===== config.mk =====
export PLATFORM = sky130hd
export DESIGN_NAME = aidan_mcnay_sipo_framed
export DESIGN_NICKNAME = d
export VERILOG_FILES = /design/src/rtl/sipo_pkg.sv /design/src/rtl/aidan_mcnay_sipo_outbuf.sv /design/src/rtl/aidan_mcnay_sipo_framed.sv
export SDC_FILE = /design/constraint.sdc
export NUM_CORES = 1
export LEC_CHECK = 0
export ABC_AREA = 1
export BUFFER_PORTS_ARGS = -buffer_cell sky130_fd_sc_hd__buf_2
export CAP_MARGIN = 10
export CORE_MARGIN = 2
export CORE_UTILIZATION = 38
export DETAILED_ROUTE_END_ITERATION = 8
export GPL_ROUTABILITY_DRIVEN = 0
export PLACE_DENSITY = 0.59
export SYNTH_ARGS = -nofsm -noshare
export SYNTH_HDL_FRONTEND = slang
export SYNTH_SLANG_ARGS = --single-unit

===== constraint.sdc =====
create_clock -name clk -period 5.2 [get_ports clk]
set_input_delay 0.26 -clock clk [delete_from_list [all_inputs] [get_ports clk]]
set_output_delay 0.26 -clock clk [all_outputs]
set_load 0.02 [all_outputs]

===== src/rtl/sipo_pkg.sv =====
// Shared constants and helpers for the framed serial-in/parallel-out deserialiser.
package sipo_pkg;

    localparam bit SIPO_MSB_FIRST = 1'b1;
    localparam bit SIPO_LSB_FIRST = 1'b0;

    // Counter width able to hold 0..nbits (nbits marks a parked frame).
    function automatic int unsigned cnt_w(input int unsigned nbits);
        return $clog2(nbits + 1);
    endfunction

endpackage


===== src/rtl/aidan_mcnay_sipo_outbuf.sv =====
// Output word register with valid/ready handshake; loads only when the slot is free.
module aidan_mcnay_sipo_outbuf
    import sipo_pkg::*;
#(
    parameter int unsigned NBITS = 32
) (
    input  logic             clk,
    input  logic             reset,
    input  logic             load,
    input  logic [NBITS-1:0] load_data,
    input  logic             out_rdy,
    output logic             out_val,
    output logic [NBITS-1:0] data_out,
    output logic             free_c
);

    assign free_c = ~out_val | out_rdy;

    // Load wins over take so a same-cycle handoff keeps out_val high.
    always_ff @(posedge clk or posedge reset) begin
        if (reset) begin
            out_val  <= 1'b0;
            data_out <= '0;
        end else if (load) begin
            out_val  <= 1'b1;
            data_out <= load_data;
        end else if (out_val && out_rdy) begin
            out_val  <= 1'b0;
        end
    end

endmodule


===== src/rtl/aidan_mcnay_sipo_framed.sv =====
// Serial-in/parallel-out deserialiser: shifts NBITS bits into a frame, parks a
// finished frame while the output word is still pending, and hands it off via val/rdy.
module aidan_mcnay_sipo_framed
    import sipo_pkg::*;
#(
    parameter int unsigned NBITS     = 32,
    parameter bit          MSB_FIRST = SIPO_MSB_FIRST
) (
    input  logic                       clk,
    input  logic                       reset,
    input  logic                       clear,
    input  logic                       in_val,
    output logic                       in_rdy,
    input  logic                       data_in,
    output logic                       out_val,
    input  logic                       out_rdy,
    output logic [NBITS-1:0]           data_out,
    output logic [cnt_w(NBITS)-1:0]    bit_cnt
);

    localparam int unsigned CW       = cnt_w(NBITS);
    localparam logic [CW-1:0] CNT_FULL = CW'(NBITS);
    localparam logic [CW-1:0] CNT_LAST = CW'(NBITS - 1);

    logic [NBITS-1:0] sr;
    logic [NBITS-1:0] sr_nxt;
    logic [NBITS-1:0] shifted_c;
    logic [NBITS-1:0] load_data_c;
    logic [CW-1:0]    cnt_nxt;
    logic             acc_c;
    logic             load_c;
    logic             free_c;

    assign in_rdy = (bit_cnt < CNT_FULL);
    assign acc_c  = in_val & in_rdy & ~clear;

    assign shifted_c = (MSB_FIRST == SIPO_MSB_FIRST) ? {sr[NBITS-2:0], data_in}
                                                     : {data_in, sr[NBITS-1:1]};

    // Next-state: clear beats everything, then a parked frame, then a new bit.
    always_comb begin
        sr_nxt      = sr;
        cnt_nxt     = bit_cnt;
        load_c      = 1'b0;
        load_data_c = shifted_c;
        if (clear) begin
            sr_nxt  = '0;
            cnt_nxt = '0;
        end else if (bit_cnt == CNT_FULL) begin
            if (free_c) begin
                load_c      = 1'b1;
                load_data_c = sr;
                cnt_nxt     = '0;
            end
        end else if (acc_c) begin
            sr_nxt = shifted_c;
            if (bit_cnt == CNT_LAST) begin
                if (free_c) begin
                    load_c  = 1'b1;
                    cnt_nxt = '0;
                end else begin
                    cnt_nxt = CNT_FULL;
                end
            end else begin
                cnt_nxt = bit_cnt + CW'(1);
            end
        end
    end

    always_ff @(posedge clk or posedge reset) begin
        if (reset) begin
            sr      <= '0;
            bit_cnt <= '0;
        end else begin
            sr      <= sr_nxt;
            bit_cnt <= cnt_nxt;
        end
    end

    aidan_mcnay_sipo_outbuf #(
        .NBITS (NBITS)
    ) u_outbuf (
        .clk       (clk),
        .reset     (reset),
        .load      (load_c),
        .load_data (load_data_c),
        .out_rdy   (out_rdy),
        .out_val   (out_val),
        .data_out  (data_out),
        .free_c    (free_c)
    );

endmodule


Word-level counts from Yosys, hierarchy flattened

Index checks and enable logic that the tools add are counted.

Input port bits: 6
Word-level logic and storage cells: 40
Flip-flop bits (word level): 71
Output and inout port bits: 40

Reductions and logical operators: 6
Equality and inequality tests: 4
Multiplexer cells: 19
Bitwise logic cells: 5
Add/subtract/negate cells: 1
Magnitude comparators: 1

Operators with widths:

| cell                                                             | count |
|---|---|
| 32-bit 2-to-1 mux                                                | 6 |
| 6-bit 2-to-1 mux                                                 | 6 |
| 1-bit 2-to-1 mux                                                 | 7 |
| 6-bit by 1-bit adder with 6-bit output (second input constant)   | 1 |
| 6-bit by 5-bit == test with 1-bit output (second input constant) | 1 |
| 6-bit == test (second input constant)                            | 1 |
| 6-bit < comparator (second input constant)                       | 1 |
| 2-bit AND reduction                                              | 2 |
| 2-bit nonzero test                                               | 2 |
| 3-bit != test (second input constant)                            | 1 |
| 3-bit nonzero test                                               | 1 |
| 1-bit bitwise AND                                                | 2 |
| 2-bit != test (second input constant)                            | 1 |
| 1-bit NOT                                                        | 2 |
| 1-bit logical AND                                                | 1 |
| 1-bit OR                                                         | 1 |

Logic depth before layout (Yosys ltp)

Gate-level depths: netlist of run 1.

Depth after elaboration: 8
Mapped depth: 10
Depth with buffers taken out: 9

Cells and area by module

Synthesis of run 1 repeated with hierarchy kept, for this count alone.

Cells, all modules: 400
Area, all modules: 3464.6 µm²

Modules (own cells, without submodules):

| module                  | area an instance (µm²) | times used | cells an instance |
|---|---|---|---|
| aidan_mcnay_sipo_framed | 2134.5                 | 1          | 259 |
| aidan_mcnay_sipo_outbuf | 1330.0                 | 1          | 141 |

Least setup slack after synthesis of run 1

No wires, ideal clock.

Kind: register to register
Start: register bit_cnt[0]
End: register u_outbuf.data_out[0]
Cell stages (with the launch flop): 11
Slack: 3.542 ns
Clock period less this slack: 1.658 ns
Path buffers: 1
Library setup time: 0.118 ns
Arrival time: 1.541 ns
Cell sequence: dfrtp_1 > inv_1 > ha_1 > nand3_1 > nor2_4 > nand3_4 > nand2_4 > inv_4 > buf_6 > nand2_1 > nand2_1

Longest elaborated chain between the ends: 6
Elaborated cells between the ends (all ways): 11
Those cells by class: order compare (1); eq/ne (2); mux (6); bitwise (2)

Ends and longest elaborated chain:

| what                            | line                          | source |
|---|---|---|
| from (decl)                     | aidan_mcnay_sipo_framed.sv:18 | `output logic [cnt_w(NBITS)-1:0] bit_cnt` |
| from (signal assigned)          | aidan_mcnay_sipo_framed.sv:76 | `bit_cnt <= cnt_nxt;` |
| 6-bit < comparator              | aidan_mcnay_sipo_framed.sv:34 | `assign in_rdy = (bit_cnt < CNT_FULL);` |
| 1-bit bitwise AND (2 in series) | aidan_mcnay_sipo_framed.sv:35 | `assign acc_c = in_val & in_rdy & ~clear;` |
| 1-bit 2-to-1 mux                | aidan_mcnay_sipo_framed.sv:55 | `end else if (acc_c) begin` |
| 1-bit 2-to-1 mux                | aidan_mcnay_sipo_framed.sv:49 | `end else if (bit_cnt == CNT_FULL) begin` |
| 1-bit 2-to-1 mux                | aidan_mcnay_sipo_framed.sv:46 | `if (clear) begin` |
| to (signal assigned)            | aidan_mcnay_sipo_outbuf.sv:26 | `data_out <= load_data;` |
| to (decl)                       | aidan_mcnay_sipo_outbuf.sv:13 | `output logic [NBITS-1:0] data_out,` |

Parallel ways exist; a longest one is shown, timed or not.
A chain may end at the register's enable or synchronous reset.

Worst setup path after layout of run 1

Start: register bit_cnt[0]
End: register u_outbuf.data_out[30]

The elaborated chain is that of the path after synthesis.

==> results of run 1 <==
[kinds of logic after synthesis]
logic type,share of synthesized area [%]
flip-flops,53.4
AO/OA/AOI/OAI,6.61
buffers and inverters,9.77
AND/OR/NAND/NOR,29.5
adder cells (fa/ha/maj),0.751
[cell usage after synthesis, types with 2 or more instances]
library cell and count:
nand2_1 117, dfrtp_1 71, nand3_1 45, inv_1 38
nand4_1 33, o22ai_1 32, clkbuf_1 12, nor2_1 11
inv_2 7, buf_2 6, buf_6 6, o21ai_1 3
ha_1 2, nand2_2 2, nor3_1 2
[flip-flops by register name, indices dropped and copies added, names as in the netlist]
name	flops
sr	32
u_outbuf.data_out	32
bit_cnt	6
u_outbuf.out_val	1
[how the worst max path moves through the flow]
stage | depth (start not counted) | startpoint | slack, ns | end
finish | 9 | bit_cnt[0]$_DFFE_PP0P_ | 2.21 | u_outbuf.data_out[30]$_DFFE_PP0P_
detailed placement | 9 | bit_cnt[0]$_DFFE_PP0P_ | 2.30 | u_outbuf.data_out[24]$_DFFE_PP0P_
floorplan | 1 | reset | 3.14 | bit_cnt[0]$_DFFE_PP0P_
CTS | 9 | bit_cnt[0]$_DFFE_PP0P_ | 2.27 | u_outbuf.data_out[24]$_DFFE_PP0P_
global placement | 9 | bit_cnt[0]$_DFFE_PP0P_ | 2.37 | u_outbuf.data_out[25]$_DFFE_PP0P_
global route | 9 | bit_cnt[0]$_DFFE_PP0P_ | 1.90 | u_outbuf.data_out[20]$_DFFE_PP0P_
[per-stage QoR]
| step | worst slack (ns) | utilization [%] | total power [uW] | hold WS, ns | instances |
|---|---|---|---|---|---|
| floorplan | 3.14 | - | 608 | 0.422 | 394 |
| global placement | 2.37 | 41.3 | 621 | 0.460 | 523 |
| detailed placement | 2.30 | 41.3 | 622 | 0.465 | 523 |
| CTS | 2.27 | 43.5 | 1060 | 0.183 | 539 |
| global route | 1.90 | 43.5 | 1080 | 0.188 | 539 |
| finish | 2.21 | 43.5 | 1050 | 0.153 | 539 |
[power groups by stage]
stage | Clock (uW) | Combinational (uW) | Sequential [uW]
2_1_floorplan | 0 | 34.8 | 573
3_3_place_gp | 0 | 50.1 | 571
3_5_place_dp | 0 | 50.7 | 571
4_1_cts | 447 | 50.9 | 561
5_1_grt | 466 | 56.2 | 561
6_report | 435 | 49.5 | 561
[critical path, stage by stage, from the launching register on]
cell and delay, ns:
dfrtp_1 0.43, inv_1 0.10, ha_1 0.17, nand3_1 0.12
nor2_4 0.62, nand3_4 0.52, nand2_4 0.49, inv_4 0.21
nand2_1 0.11, nand2_1 0.06
[layout by cell type, fill, tap and decap left out]
cell and instances:
buf_2 45, buf_4 1, bufinv_16 1, clkbuf_1 2, clkbuf_8 10, clkinv_2 3, dfrtp_1 71, ha_1 2
inv_1 37, inv_2 8, inv_4 1, nand2_1 117, nand2_2 2, nand2_4 1, nand3_1 45, nand3_4 1
nand4_1 33, nor2_1 11, nor2_4 1, nor3_1 2, nor3b_1 1, o21ai_0 1, o21ai_1 3, o22ai_1 32
[final cells by class]
| class | count | area, um2 |
|---|---|---|
| inverter | 46 | 175 |
| multi-input combinational | 252 | 1230 |
| fill | 891 | 4860 |
| sequential | 71 | 1780 |
| clock buffer | 12 | 145 |
| clock inverter | 4 | 45.0 |
| tap | 108 | 135 |
| timing repair buffer | 46 | 233 |
[per-layer routing]
layer	track usage [%]	wire [um]
met1	23.1	3660
met2	24.7	3310
met3	2.88	308
met4	7.26	97
met5	0	0
==> impl_metrics.json, run 1 <==
{
  "cts_htree_levels": 3,
  "rsz0062_at_grt": "false",
  "worstMarginPinSlew_ns": 1.15,
  "synth_seq_cells": 71,
  "grt_pass1_vias": 2640,
  "rr_startpoint": "bit_cnt[0]$_DFFE_PP0P_",
  "place_area_um2": 3550,
  "period_share_pct": 57.6,
  "cp-end-kind": "flip-flop",
  "cp-start-kind": "flip-flop",
  "clk_latency_ns": 0.35,
  "worstPathMaxFanout": 35,
  "synth_cell_types": 22,
  "viasPerCell": 5.09,
  "fp.dieArea_um2": 9530,
  "fin_crit_ns": 2.99,
  "num_vias": 2746,
  "seqPwrFrac_pct": 53.7,
  "p_comb_share_pct": 4.7,
  "wl_per_cell_um": 13.7,
  "track_usage_pct": 16.4,
  "slew_headroom_pct": 23.1,
  "synthesis.nets": 402,
  "clkPwrFrac_pct": 41.6,
  "cts_setup_buffers": 0,
  "power_density_nw_per_um2": 280,
  "row_count": 34,
  "leakage_uw": 0.00208,
  "fp.dieH_um": 97.6,
  "fin_skew_ns": 0.00565,
  "post-route-drc-count": 0,
  "fmax_mhz": 334,
  "start_util_pct": 38.7,
  "cts_resized": 0,
  "async_flop_share_pct": 100,
  "setup_tns_ns": 0,
  "vdd_drop_max_mv": 0.0984,
  "drive_gt1_share_pct": 17.2,
  "p_int_uw": 800,
  "synth.top_cell.area_share_pct": 53.4,
  "io_buffers": 45,
  "grt_pass1_wl_um": 12800,
  "criticalPathCategory": "reg2reg",
  "hold_buffers": 0,
  "synth_area_leaders": "dfrtp_1 53%, nand2_1 13%, nand3_1 6.8%, nand4_1 6.2%, o22ai_1 6.0%",
  "swShare_pct": 23.5,
  "hpwl_um": 4400,
  "yosysWarnings": 0,
  "seq_area_frac_synth_pct": 53.4,
  "final-setup-viol-count": 0,
  "area.growth.synth_to_final_pct": 12.3,
  "path_clk_slew_ns": 0.07,
  "antenna_found_initial": 0,
  "synth_flop_cell": "dfrtp_1",
  "dieWidth_um": 97.6,
  "root_buffer": "clkbuf_8",
  "rr_worst_depth": 9,
  "cts_tree": "done",
  "ant_nets": 0,
  "synth_top_area_cell": "dfrtp_1",
  "crit_required_ns": 5.44,
  "grt-ovfl-total": 0,
  "clockBufferDepth": 2,
  "clock-sinks": 71,
  "drt-pass1-iter-count": 5,
  "slew_violations": 0,
  "antenna_cells": 0,
  "crit_arrival_ns": 3.23,
  "power.switching_uw": 246,
  "fin_nets": 434,
  "cap_violations": 0,
  "synth-edff-count": 0,
  "drt_iter0_markers": 184,
  "numCtsBuffers": 9,
  "num_io_pins": 46,
  "stdcell_area_um2": 3740,
  "totalWireLength_um": 7370,
  "status": "completed",
  "syn_area_per_cell_um2": 8.45,
  "core_area_um2": 8590,
  "synth_cells": 394,
  "rrSetupSlack_ns": 2.21,
  "hold_path.class": "in2async",
  "grt_max_degree": 72,
  "hold_viol": 0,
  "rr_endpoint": "u_outbuf.data_out[30]$_DFFE_PP0P_",
  "syn_area_um2": 3330
}
Power figures use the tool's default switching activity.
==> inputs of run 2 (changes only) <==
Settings changed: ABC_AREA 1 to 0, PLACE_DENSITY 0.59 to 0.61.
Clock period 5.2 ns to 2.5 ns, I/O delays scaled along.
==> impl_metrics.json, run 2 <==
{
  "cp-end-kind": "flip-flop",
  "power_density_nw_per_um2": 589,
  "slew_headroom_pct": 45.3,
  "rr_endpoint": "u_outbuf.data_out[23]$_DFFE_PP0P_",
  "drt_iter0_markers": 111,
  "clk_latency_ns": 0.34,
  "track_usage_pct": 14.4,
  "vdd_drop_max_mv": 0.280,
  "rr_startpoint": "bit_cnt[0]$_DFFE_PP0P_",
  "period_share_pct": 79.7,
  "synthesis.nets": 307,
  "synth_flop_cell": "dfrtp_1",
  "clock-sinks": 71,
  "setup_tns_ns": 0,
  "syn_area_per_cell_um2": 11.4,
  "antenna_found_initial": 0,
  "area.growth.synth_to_final_pct": 16.6,
  "cts_setup_buffers": 0,
  "numCtsBuffers": 9,
  "post-route-drc-count": 0,
  "leakage_uw": 0.00204,
  "mostFrequentLayoutCells": "71 x dfrtp_1, 70 x nand2_1, 45 x buf_2, 37 x a21oi_1, 35 x mux2_2",
  "dieWidth_um": 98.6,
  "grt_pass1_wl_um": 11300,
  "root_buffer": "clkbuf_8",
  "grt_pass1_vias": 2253,
  "cap_violations": 0,
  "synth.top_cell.area_share_pct": 52.3,
  "hold_path.class": "in2reg",
  "fin_nets": 351,
  "viasPerCell": 4.94,
  "fp.dieArea_um2": 9720,
  "antenna_cells": 0,
  "criticalPathCategory": "reg2reg",
  "fmax_mhz": 502,
  "synth_seq_cells": 71,
  "cts_htree_levels": 3,
  "synth_area_leaders": "dfrtp_1 52%, mux2_4 13%, mux2_2 12%, nand2_1 7.7%, a21oi_1 5.4%",
  "netlist_top_cells_count": "71 x dfrtp_1, 70 x nand2_1, 37 x a21oi_1",
  "reg.largest.list": "sr: 32 flops, u_outbuf.data_out: 32 flops, bit_cnt: 6 flops",
  "yosysWarnings": 0,
  "totalWireLength_um": 6590,
  "drt-pass1-iter-count": 4,
  "fin_skew_ns": 0.0106,
  "hold-path-cell-count": 3,
  "hold_buffers": 1,
  "rsz0062_at_grt": "false",
  "io_buffers": 45,
  "crit_required_ns": 2.73,
  "stdcell_area_um2": 3960,
  "drive_gt1_share_pct": 38.2,
  "synth_cells": 299,
  "worstPathMaxFanout": 20,
  "cts_resized": 0,
  "grt-ovfl-total": 0,
  "seq_area_frac_synth_pct": 52.3,
  "fp.dieH_um": 98.6,
  "rrSetupSlack_ns": 0.51,
  "num_io_pins": 46,
  "rr_worst_depth": 7,
  "crit_arrival_ns": 2.22,
  "core_area_um2": 8680,
  "final-setup-viol-count": 0,
  "start_util_pct": 39.2,
  "hpwl_um": 4180,
  "num_vias": 2251,
  "synth-edff-count": 0,
  "worstMarginPinSlew_ns": 0.820,
  "hold_viol": 0,
  "clockBufferDepth": 2,
  "cts_tree": "done",
  "hp-start": "data_in",
  "syn_area_um2": 3400,
  "hold_end": "sr[0]$_DFFE_PP0P_",
  "place_area_um2": 3720,
  "final_common_cell": "dfrtp_1",
  "wl_per_cell_um": 14.5,
  "fin_crit_ns": 1.99,
  "status": "completed",
  "synth_cell_types": 27,
  "path_clk_slew_ns": 0.08,
  "grt_max_degree": 39,
  "synth.most_common_cell": "dfrtp_1",
  "cp-start-kind": "flip-flop",
  "row_count": 34,
  "slew_violations": 0,
  "async_flop_share_pct": 100,
  "synth_top_area_cell": "dfrtp_1",
  "ant_nets": 0
}
run 2: cell count changes after synthesis, moves of 5 or more:
cell and change:
inv_1 -31, nand4_1 -28, nand3_1 -42, buf_2 -5, mux2_2 +35, a21oi_1 +37, o22ai_1 -32, mux2_4 +29
nand2_1 -47, nor2_1 -7, inv_2 -7
run 2: worst max path at each step:
stage | startpoint | to | slack [ns] | depth (start not counted)
detailed placement | bit_cnt[0]$_DFFE_PP0P_ | u_outbuf.data_out[11]$_DFFE_PP0P_ | 0.53 | 7
finish | bit_cnt[0]$_DFFE_PP0P_ | u_outbuf.data_out[23]$_DFFE_PP0P_ | 0.51 | 7
CTS | bit_cnt[0]$_DFFE_PP0P_ | u_outbuf.data_out[11]$_DFFE_PP0P_ | 0.51 | 7
floorplan | bit_cnt[0]$_DFFE_PP0P_ | u_outbuf.data_out[0]$_DFFE_PP0P_ | 0.30 | 7
global route | bit_cnt[1]$_DFFE_PP0P_ | u_outbuf.data_out[31]$_DFFE_PP0P_ | 0.39 | 7
global placement | bit_cnt[0]$_DFFE_PP0P_ | u_outbuf.data_out[7]$_DFFE_PP0P_ | 0.56 | 7
run 2: per-stage QoR:
step	total power (uW)	hold WS (ns)	utilization (%)	worst slack, ns	instances
6_report	2340	0.0250	45.7	0.507	456
5_1_grt	2440	0.0219	45.7	0.387	456
4_1_cts	2380	0.0118	45.7	0.506	456
3_5_place_dp	1280	0.341	42.8	0.532	439
3_3_place_gp	1280	0.327	42.8	0.563	439
2_1_floorplan	1240	0.256	-	0.301	299
run 2: per-layer routing:
metal	routed length, um	track usage (%)	share of wire (%)	up-vias
li1	-	-	-	1103
met1	3230	19.6	49	1095
met2	2940	21.7	45	46
met3	353	5.18	5.4	7
met4	66	4.32	1.0	0
met5	0	0	0	-
run 2: critical path, cell delays in order, from the launching register on:
cell and delay, ns:
dfrtp_1 0.45, inv_1 0.11, ha_1 0.13, and2_1 0.15
nand2_1 0.09, a221o_2 0.35, buf_4 0.25, mux2_4 0.34
run 2: power by group:
group | total (uW) | internal (uW) | switching, uW | leakage, uW
registers | 1160 | 1150 | 7.34 | 0.000989
logic | 92.0 | 23.7 | 68.3 | 0.000934
clock network | 1080 | 661 | 422 | 0.000120
total | 2340 | 1840 | 498 | 0.00204
run 2: cell type report:
class | count | area, um2
clock buffer | 10 | 128
inverter | 7 | 26.3
fill | 826 | 4710
clock inverter | 6 | 109
multi-input combinational | 201 | 1480
tap | 108 | 135
timing repair buffer | 53 | 313
sequential | 71 | 1780
run 2: cells by family (layout without fill, tap and decap cells):
group | count (synthesis) | count (layout) | share of synthesized area [%]
buf+inv | 27 | 76 | 4.34
mux | 64 | 64 | 24.4
fa+ha+maj | 2 | 2 | 0.736
compound gates | 42 | 42 | 6.59
xor+xnor | 2 | 2 | 0.515
simple gates | 91 | 91 | 11.2
flops | 71 | 71 | 52.3
==> inputs of run 3 (changes only) <==
Settings changed: ABC_AREA 0 to 1, PLACE_DENSITY 0.61 to 0.59.
Clock period 2.5 ns to 2.1 ns, I/O delays scaled along.
==> impl_metrics.json, run 3 (same netlist as run 1, synthesis figures left out) <==
{
  "crit_arrival_ns": 2.04,
  "leakage_uw": 0.00212,
  "fill_cells": 870,
  "hold_viol": 0,
  "ant_nets": 0,
  "clk_latency_ns": 0.34,
  "drt-pass1-iter-count": 5,
  "cts_setup_buffers": 0,
  "worstMarginPinSlew_ns": 0.559,
  "drive_gt1_share_pct": 18.2,
  "track_usage_pct": 16.3,
  "grt_pass1_vias": 2715,
  "num_vias": 2781,
  "row_count": 34,
  "drt_iter0_markers": 135,
  "final_common_cell": "nand2_1",
  "core_area_um2": 8590,
  "fmax_mhz": 553,
  "hold_buffers": 1,
  "final-setup-viol-count": 0,
  "period_share_pct": 86.1,
  "power_density_nw_per_um2": 679,
  "path_clk_slew_ns": 0.07,
  "grt_pass1_wl_um": 12900,
  "viasPerCell": 5.08,
  "cts_resized": 0,
  "clock-sinks": 71,
  "clockBufferDepth": 2,
  "root_buffer": "clkbuf_8",
  "cap_violations": 0,
  "worstPathMaxFanout": 11,
  "dp.cells": 530,
  "io_buffers": 45,
  "start_util_pct": 38.7,
  "final_util_pct": 44.5,
  "fin_nets": 442,
  "area.growth.synth_to_final_pct": 14.9,
  "antenna_cells": 0,
  "setup_tns_ns": 0,
  "slew_violations": 0,
  "cp-end-kind": "flip-flop",
  "criticalPathCategory": "reg2reg",
  "totalWireLength_um": 7360,
  "slew_headroom_pct": 62.7,
  "fp.dieArea_um2": 9530,
  "post-route-drc-count": 0,
  "rsz0062_at_grt": "false",
  "vdd_drop_max_mv": 0.247,
  "cts_tree": "done",
  "crit_required_ns": 2.33,
  "fin_crit_ns": 1.81,
  "cts_htree_levels": 3,
  "mostFrequentLayoutCells": "117 x nand2_1, 71 x dfrtp_1, 45 x nand3_1, 45 x buf_2, 37 x inv_1",
  "dieWidth_um": 97.6,
  "cp-start-kind": "flip-flop",
  "fin_skew_ns": 0.00955,
  "antenna_found_initial": 0,
  "status": "completed",
  "numCtsBuffers": 9,
  "hpwl_um": 4610,
  "hold_path.class": "in2reg",
  "layoutNonFillerInstCount": 547,
  "reg.largest.list": "sr: 32 flops, u_outbuf.data_out: 32 flops, bit_cnt: 6 flops",
  "wl_per_cell_um": 13.5,
  "num_io_pins": 46,
  "fp.dieH_um": 97.6,
  "grt-ovfl-total": 0,
  "grt_max_degree": 72
}
==> run 3: changes by cell type in the layout (fill, tap and decap cells not counted), moves of 3 or more <==
cell / delta
nand2_1: +47
nor2_1: +7
mux2_2: -35
nand3_1: +42
a21oi_1: -37
inv_1: +31
inv_2: +7
nand4_1: +28
o22ai_1: +32
mux2_4: -29
o21ai_1: +3
==> run 3: worst paths after layout <==
check | start | endpoint | slack, ns | cells after the start
max in group asynchronous | reset | u_outbuf.data_out[4]$_DFFE_PP0P_ | 1.41 | 4
min reg2reg | u_outbuf.data_out[18]$_DFFE_PP0P_ | u_outbuf.data_out[18]$_DFFE_PP0P_ | 0.48 | 2
max reg2reg | bit_cnt[0]$_DFFE_PP0P_ | bit_cnt[5]$_DFFE_PP0P_ | 0.29 | 9
min in group asynchronous | reset | u_outbuf.data_out[9]$_DFFE_PP0P_ | 0.38 | 4
max | bit_cnt[0]$_DFFE_PP0P_ | bit_cnt[5]$_DFFE_PP0P_ | 0.29 | 9
min | data_in | sr[0]$_DFFE_PP0P_ | 0.03 | 3
==> run 3: cell type report <==
type / instances / area [um2] / share of cell area [%]
clock buffers: 13 / 149 / 3.89
clock inverters: 3 / 42.5 / 1.11
inverters: 46 / 175 / 4.58
multi-input cells: 252 / 1230 / 32.1
flip-flops and latches: 71 / 1780 / 46.4
well taps: 108 / 135 / 3.53
repair buffers: 54 / 320 / 8.37
==> run 3: per-layer routing <==
metal  wire length, um  share of wire [%]  GRT usage, %  up-vias
li1                  -                  -             -     1396
met1              3530                 48          23.6     1316
met2              3440                 47          24.6       60
met3               284                3.9          2.73        9
met4               106                1.4          6.09        0
met5                 0                  0             0        -
==> run 3: report_power, final <==
part	switching [uW]	internal, uW
clock	497	581
combinational	95.9	34.3
sequential	13.1	1380
total	606	1990
==> run 3: per-stage QoR <==
| step | total power (uW) | hold WS (ns) | worst slack, ns | cell area [um2] |
|---|---|---|---|---|
| finish | 2600 | 0.0324 | 0.292 | 3830 |
| global route | 2710 | 0.0557 | 0.110 | 3830 |
| CTS | 2630 | 0.0239 | 0.294 | 3830 |
| detailed placement | 1550 | 0.225 | 0.306 | 3620 |
| global placement | 1540 | 0.216 | 0.333 | 3620 |
| floorplan | 1510 | 0.267 | 0.198 | 3330 |
==> run 3: critical path, cell delays in order, from the launching register on <==
cell	delay [ns]
dfrtp_1	0.43
inv_1	0.08
ha_1	0.21
nand3_1	0.13
nor2_4	0.06
buf_4	0.17
o21ai_1	0.23
nand2_2	0.19
nand3_1	0.13
nand2_1	0.06
